--- src/rtl/alu_pkg.sv ---
// Shared ALU definitions: command encodings and default widths used by the
// issue pipe and anything that attaches an ALU to it.
package alu_pkg;

    localparam int CMD_W         = 3;
    localparam int DEFAULT_WIDTH = 32;

    typedef enum logic [CMD_W-1:0] {
        CMD_ADD  = 3'd0,
        CMD_SUB  = 3'd1,
        CMD_XOR  = 3'd2,
        CMD_SLT  = 3'd3,
        CMD_AND  = 3'd4,
        CMD_NAND = 3'd5,
        CMD_NOR  = 3'd6,
        CMD_OR   = 3'd7
    } alu_cmd_e;

endpackage

--- src/rtl/alu_pipe_reg.sv ---
// Generic valid+payload pipeline register with load, valid-clear and hold.
// A load takes priority over a clear; the payload is left stale on a clear.
module alu_pipe_reg #(
    parameter int PW = 8
) (
    input  logic          clk,
    input  logic          reset_n,
    input  logic          i_load,
    input  logic          i_validIn,
    input  logic          i_clear,
    input  logic [PW-1:0] i_data,
    output logic          o_valid,
    output logic [PW-1:0] o_data
);

    logic          r_valid;
    logic [PW-1:0] r_data;

    always_ff @(posedge clk) begin
        if (!reset_n) begin
            r_valid <= 1'b0;
            r_data  <= '0;
        end else if (i_load) begin
            r_valid <= i_validIn;
            r_data  <= i_data;
        end else if (i_clear) begin
            r_valid <= 1'b0;
        end
    end

    assign o_valid = r_valid;
    assign o_data  = r_data;

endmodule

--- src/rtl/alu_issue_pipe.sv ---
// Two-stage issue/capture pipe around an external combinational ALU:
// stage A holds the request driving the ALU, stage B holds the captured result.
module alu_issue_pipe
    import alu_pkg::*;
#(
    parameter int WIDTH = DEFAULT_WIDTH,
    parameter int CNT_W = 16
) (
    input  logic             clk,
    input  logic             reset_n,
    input  logic             in_valid,
    output logic             in_ready,
    input  logic [WIDTH-1:0] in_operandA,
    input  logic [WIDTH-1:0] in_operandB,
    input  logic [CMD_W-1:0] in_command,
    output logic [WIDTH-1:0] alu_operandA,
    output logic [WIDTH-1:0] alu_operandB,
    output logic [CMD_W-1:0] alu_command,
    input  logic [WIDTH-1:0] alu_result,
    input  logic             alu_carryout,
    input  logic             alu_zero,
    input  logic             alu_overflow,
    output logic             out_valid,
    input  logic             out_ready,
    output logic [WIDTH-1:0] out_result,
    output logic             out_carryout,
    output logic             out_zero,
    output logic             out_overflow,
    output logic [CMD_W-1:0] out_command,
    output logic [CNT_W-1:0] op_count
);

    localparam int PW_A = CMD_W + 2 * WIDTH;
    localparam int PW_B = CMD_W + 3 + WIDTH;

    logic            w_validA;
    logic            w_validB;
    logic            w_advA;
    logic            w_advB;
    logic            w_accept;
    logic [PW_A-1:0] w_dataAIn;
    logic [PW_A-1:0] w_dataA;
    logic [PW_B-1:0] w_dataBIn;
    logic [PW_B-1:0] w_dataB;
    logic [CNT_W-1:0] r_opCount;

    assign w_advB   = !w_validB || out_ready;
    assign w_advA   = w_validA && w_advB;
    assign in_ready = reset_n && (!w_validA || w_advB);
    assign w_accept = in_valid && in_ready;

    assign w_dataAIn = {in_command, in_operandA, in_operandB};

    // Stage A: a new request loads; otherwise it empties when its op moves on.
    alu_pipe_reg #(.PW(PW_A)) u_stageA (
        .clk       (clk),
        .reset_n   (reset_n),
        .i_load    (w_accept),
        .i_validIn (1'b1),
        .i_clear   (w_advA),
        .i_data    (w_dataAIn),
        .o_valid   (w_validA),
        .o_data    (w_dataA)
    );

    assign alu_command  = w_dataA[PW_A-1 -: CMD_W];
    assign alu_operandA = w_dataA[2*WIDTH-1 -: WIDTH];
    assign alu_operandB = w_dataA[WIDTH-1:0];

    assign w_dataBIn = {alu_command, alu_carryout, alu_zero, alu_overflow, alu_result};

    // Stage B captures whatever the ALU shows whenever it may advance; the
    // valid bit tells whether that capture was a real op.
    alu_pipe_reg #(.PW(PW_B)) u_stageB (
        .clk       (clk),
        .reset_n   (reset_n),
        .i_load    (w_advB),
        .i_validIn (w_validA),
        .i_clear   (1'b0),
        .i_data    (w_dataBIn),
        .o_valid   (w_validB),
        .o_data    (w_dataB)
    );

    assign out_valid    = w_validB;
    assign out_command  = w_dataB[PW_B-1 -: CMD_W];
    assign out_carryout = w_dataB[WIDTH+2];
    assign out_zero     = w_dataB[WIDTH+1];
    assign out_overflow = w_dataB[WIDTH];
    assign out_result   = w_dataB[WIDTH-1:0];

    always_ff @(posedge clk) begin
        if (!reset_n) begin
            r_opCount <= '0;
        end else if (w_validB && out_ready) begin
            r_opCount <= r_opCount + CNT_W'(1);
        end
    end

    assign op_count = r_opCount;

endmodule

--- config.mk ---
export PLATFORM = sky130hd
export DESIGN_NAME = alu_issue_pipe
export DESIGN_NICKNAME = d
export VERILOG_FILES = /design/src/rtl/alu_pkg.sv /design/src/rtl/alu_pipe_reg.sv /design/src/rtl/alu_issue_pipe.sv
export SDC_FILE = /design/constraint.sdc
export NUM_CORES = 1
export LEC_CHECK = 0
export ABC_CLOCK_PERIOD_IN_PS = 3200
export BUFFER_PORTS_ARGS = -buffer_cell sky130_fd_sc_hd__buf_2
export CAP_MARGIN = 0
export CORE_ASPECT_RATIO = 0.7
export CORE_MARGIN = 2
export CORE_UTILIZATION = 45
export CTS_CLUSTER_SIZE = 8
export DETAILED_ROUTE_END_ITERATION = 6
export PLACE_DENSITY = 0.85
export SLEW_MARGIN = 20
export SYNTH_ARGS = -nofsm -noshare
export SYNTH_HDL_FRONTEND = slang
export SYNTH_SLANG_ARGS = --single-unit
--- constraint.sdc ---
create_clock -name clk -period 3.2 [get_ports clk]
set_input_delay 0 -clock clk [delete_from_list [all_inputs] [get_ports clk]]
set_output_delay 0 -clock clk [all_outputs]
set_load 0.02 [all_outputs]
Yosys cells after proc, flatten, opt, wreduce, memory -nomap -nowiden
Index checks and enable logic that the tools add are counted.
{ "word_totals": {"register_bits": 123, "latchBits": 0, "ram_bits": 0, "romBits": 0, "inputBits": 106, "out_inout_bits": 123, "elab_cells": 17, "n_memories": 0} }
{ "op_classes": {"n_addsub": 1, "n_mul": 0, "n_div": 0, "magnitude_cmp": 0, "eq_ne": 0, "shifts": 0, "muxes": 2, "bitwise": 0, "reduce_logical": 9} }
{ "ops": {"columns": ["op", "count"], "rows": [
  ["adder 16 x 1 -> 16 bit (second input constant)", 1],
  ["logical AND 1 bit", 4],
  ["zero test 1 bit", 2],
  ["logical OR 1 bit", 2],
  ["two-way mux 1 bit", 2],
  ["nonzero test 2 bit", 1]
]} }

Longest topological paths before layout
{ "depth": {"depth_word": 6, "mapped_depth": 6, "depth_no_buf": 5} }

Cells and area by module
A second synthesis with hierarchy kept.
{ "hier_totals": {"hier_cells": 435, "area_unflattened_um2": 4814.6} }
{ "by_module_without_submodules": {"columns": ["mod", "n_inst", "cells_each", "area_each_um2", "seq_area_each_um2"], "rows": [
  ["alu_pipe_reg (u_stageA)", 1, 219, 2575.0, 1361.3],
  ["alu_pipe_reg (u_stageB)", 1, 126, 1478.9, 780.7],
  ["alu_issue_pipe", 1, 90, 760.7, 320.3]
]} }

Worst setup path before layout
OpenSTA, ideal clock, no wires.
{ "synth_timing": {"path_kind": "reg-to-reg", "from": "register u_stageB.r_valid, in the netlist u_stageB.o_valid", "to": "register r_opCount[11], in the netlist op_count[11]", "setup_ns": 0.128, "t_arrival_ns": 1.455, "t_required_ns": 3.072, "path_slack_ns": 1.618, "stages_incl_launch_ff": 6, "n_path_buf": 1, "synth_period_minus_slack_ns": 1.582, "cell_sequence": "dfxtp_1 -> and4_1 -> buf_4 -> or4b_1 -> xor2_1 -> nor2_1"} }
{ "synth_via": {"elab_chain_cells": 1} }
{ "synth_rtl": {"columns": ["item", "line_no", "source"], "rows": [
  ["start, declared", "alu_pipe_reg.sv:16", "logic r_valid;"],
  ["start signal, assigned", "alu_pipe_reg.sv:24", "r_valid <= i_validIn;"],
  ["logical AND 1 bit", "alu_issue_pipe.sv:95", "end else if (w_validB && out_ready) begin"],
  ["end signal, assigned", "alu_issue_pipe.sv:96", "r_opCount <= r_opCount + CNT_W'(1);"],
  ["end, declared", "alu_issue_pipe.sv:45", "logic [CNT_W-1:0] r_opCount;"]
]} }
No other way between the ends.
A chain may end at the register's enable or synchronous reset.

Worst setup path in the final report
{ "layout_timing": {"from": "register u_stageB.r_valid, in the netlist u_stageB.o_valid", "to": "register u_stageA.r_data[54], in the netlist u_stageA.o_data[54]"} }
{ "layout_via": {"elab_chain_cells": 5} }
{ "layout_rtl": {"columns": ["item", "line_no", "source"], "rows": [
  ["zero test 1 bit", "alu_issue_pipe.sv:47", "assign w_advB = !w_validB || out_ready;"],
  ["logical OR 1 bit", "alu_issue_pipe.sv:47", null],
  ["logical OR 1 bit", "alu_issue_pipe.sv:49", "assign in_ready = reset_n && (!w_validA || w_advB);"],
  ["logical AND 1 bit", "alu_issue_pipe.sv:49", null],
  ["logical AND 1 bit", "alu_issue_pipe.sv:50", "assign w_accept = in_valid && in_ready;"],
  ["end signal, assigned", "alu_pipe_reg.sv:25", "r_data <= i_data;"],
  ["end, declared", "alu_pipe_reg.sv:17", "logic [PW-1:0] r_data;"]
]} }
No other way between the ends.

==> key figures <==
GRT
  • Largest net degree at the start of global routing: 102
  • Vias in the first global route: 4949
  • Antenna violations before repair: 0
  • Total gr overflow: 0
  • GRT Overall Usage: 27.8%
  • Global-route wire length before repair: 23000 um

Worst setup path
  • Arrival time worst endpoint: 2.25 ns
  • Buf+Inv Stages, Crit Path: 1
  • Max Fanout on Critical Path: 17
  • R2R Setup Slk: 1.23 ns
  • CP Launch Point: u_stageB.o_valid
  • Worst path required time: 3.48 ns
  • Top delay family on crit path: compound AO/OA/AOI/OAI gates
  • CP peak stage delay: 0.61 ns
  • Critical path capture point type: flip-flop
  • Worst R2R Path Depth: 4
  • CP endpoint: u_stageA.o_data[54]
  • Worst-path cell chain: nand2b_1 > o211ai_4 > o21ai_0 > dlygate4sd3_1
  • CP Launch Type: flip-flop
  • Worst Path Class, Setup: flip-flop to flip-flop
  • CP max stage cell: dlygate4sd3_1
  • Reg-to-Reg Start: u_stageB.o_valid
  • CP Depth: 4
  • Crit Reg-Reg Endpoint: u_stageA.o_data[54]

STA
  • Final Hold Viols: 0
  • Tcrit/Tclk final: 61.7%
  • Max_slew headroom: 41.1%
  • Max frequency: 507 MHz
  • Tmin final: 1.97 ns
  • Final slew viol count: 0
  • Finish-stage setup viols: 0
  • Clock skew: 0.0124 ns
  • Actual slew at the worst max-slew pin: 0.882 ns
  • RSZ-0062 raised after global routing: false
  • Final setup TNS: 0 ns

Layout
  • Reg area: 0.00246 mm^2
  • Layout cells sized above 1: 30.4%
  • NumNets Final: 978
  • Multi-input combinational cell area: 0.00157 mm^2
  • Layout Cells excl Fill: 1011
  • Antenna diode count: 0
  • Filler cells: 630
  • P&R area growth vs syn: 65.4%
  • Util after Layout: 76.1%

Logic synthesis
  • Post-synthesis sequential area ratio: 55.4%
  • Ys async rst share: 0%
  • Yosys cell types: 28
  • Yosys top cell area share: 55.4%
  • Most frequent cell after synthesis: dfxtp_1
  • Synth area leaders: dfxtp_1 (55%), nand3_1 (8.1%), nand2_1 (7.1%)
  • Synth Instances: 547
  • Yosys top cell by area: dfxtp_1
  • Synthesis-stage register bit count: 123
  • Mapped Avg Cell Area: 8.12 um^2
  • Synth cell count leaders: dfxtp_1 (123), nand2_1 (84), nand3_1 (72), inv_1 (71), a21oi_1 (44)
  • Synth Flop Type: dfxtp_1
  • Synth warn: 0
  • Synthesized net count: 654
  • Post-synth EDFFs: 0
  • Synthesized cell area: 0.00444 mm^2

Drt
  • Routed Antenna Nets: 0
  • WL per Instance: 15.0 um
  • First DRT Iteration DRCs: 242
  • Via count: 4965
  • Via/cell ratio: 4.91
  • DRT Pass-1 Iters: 5
  • Drt total wl: 15200 um
  • # DRC: 0

Pwr
  • Power share of the clock group: 46.5%
  • Worst VDD drop: 0.403 mV
  • Int Pwr: 3.15 mW
  • Net Sw Power: 1.04 mW
  • Share of power burned in registers: 40.0%
  • LEAKAGE: 3.69 nW
  • Combinational Power Share: 13.5%
  • PD cells: 571 mW/mm^2
  • Switching part of the total: 24.9%

Floorplanning
  • Core area: 0.00965 mm^2
  • Rows: 30
  • I/O pin cnt: 229
  • Initial Util: 46.0%
  • Die Height: 87.1 um
  • Die area: 0.0107 mm^2
  • Die width: 123 um

Min path
  • Worst min-delay path class: primary input to flip-flop

CTS
  • CTS max path bufs: 2
  • Post-CTS setup buffer count: 0
  • Worst-Skew Late Latency: 0.40 ns
  • CTS tree: built
  • Clock-pin slew on the worst setup and hold paths: 0.05 ns
  • H-tree levels: 4
  • Sinks on Clock Net: 123
  • Clock buffer count from CTS: 17
  • Root Buffer: clkbuf_16

Place
  • Gpl congestion: 0.754
  • IO Port Bufs: 228
  • Placed Cells: 872
  • DP Wirelength: 7680 um

Outcome
  • Outcome: finished, final reports clean

Job
  • Max Cap Viol: 0
## metrics by stage
step | hold WS, ns | setup WS (ns) | cell area, um^2 | power (mW)
floorplan | 0.117 | 1.62 | 4440 | 1.96
global route | 0.0351 | 1.12 | 7350 | 4.33
finish | 0.0108 | 1.23 | 7350 | 4.20
global placement | 0.240 | 1.47 | 5650 | 2.14
detailed placement | 0.245 | 1.38 | 5650 | 2.14
CTS | 0.00333 | 1.27 | 7350 | 4.19
## cells in the final DEF, fill, tap and decap left out
cell,n
or4b_1,1
nor2_1,13
and3_1,3
nand4_1,4
clkbuf_16,17
mux2i_1,2
inv_2,1
inv_1,71
buf_4,4
nor3_1,3
nand3_1,72
ha_1,1
a31o_2,1
clkinv_4,1
nand2_1,84
and4_1,2
xor2_1,7
nor4_1,1
clkinv_2,3
nor2b_2,1
dfxtp_1,123
clkinvlp_4,4
nand2b_1,3
o211ai_4,1
o21ai_1,36
a21oi_1,44
dlygate4sd3_1,108
xnor2_1,4
buf_2,228
clkbuf_8,3
o21ai_0,32
bufinv_16,3
buf_12,1
or3_1,1
## state kept, by name, summed over array words and instances, names as in the netlist
name	count
u_stageB.o_valid	1
u_stageA.o_valid	1
op_count	16
u_stageA.o_data	67
u_stageB.o_data	38
## worst min-delay path by stage
stage | startpoint | to | slack, ns | depth (start not counted)
6_report | reset_n | u_stageA.o_data[55] | 0.01 | 3
5_1_grt | reset_n | u_stageA.o_data[55] | 0.04 | 3
4_1_cts | reset_n | u_stageA.o_data[55] | 0.003 | 3
3_5_place_dp | in_operandB[15] | u_stageA.o_data[15] | 0.25 | 3
3_3_place_gp | in_operandB[6] | u_stageA.o_data[6] | 0.24 | 3
2_1_floorplan | in_valid | u_stageA.o_valid | 0.12 | 2
## power by group through the flow
stage | clock [mW] | combinational, mW | sequential [mW]
3_5_place_dp | 0 | 0.440 | 1.70
6_report | 1.95 | 0.567 | 1.68
2_1_floorplan | 0 | 0.136 | 1.82
4_1_cts | 1.97 | 0.542 | 1.67
3_3_place_gp | 0 | 0.434 | 1.70
5_1_grt | 2.04 | 0.609 | 1.69
## per-layer routing
layer  share of wire, %  vias up  wire length, um  global-route usage (%)
li1                   -     2427                -                       -
met1                 37     2261             5670                    27.4
met2                 50      221             7600                    50.5
met3                8.7       56             1330                    10.1
met4                4.0        0              605                    15.7
met5                  0        -                0                       0
## cell families (layout without fill, tap and decap cells)
family	after synthesis	in the layout	synth area share, %
AND/OR/NAND/NOR	188	188	19.1
flip-flops	123	123	55.4
AO/OA/AOI/OAI	114	114	13.1
buffers and inverters	108	444	9.46
XOR/XNOR	11	11	2.17
multiplexers	2	2	0.451
adder cells (fa/ha/maj)	1	1	0.282
## repair_timing
item / CTS / global route
resized for setup: 0 / 0
hold buffers: 108 / 0
endpoints found under the hold margin: 105 / 0
## layout make-up
type                            count  share of cell area, %
Sequential cell                   123                   33.5
Timing Repair Buffer              341                   30.9
Clock buffer                       20                   6.35
Clock inverter                     11                   1.96
Inverter                           72                   3.68
Multi-Input combinational cell    316                   21.4
Tap cell                          128                   2.18
## tightest hold or removal path, cell delays in order
cell and delay [ns]:
buf_2 0.18, nand3_1 0.10, o21ai_0 0.07
(Power assumes the default switching activity.)
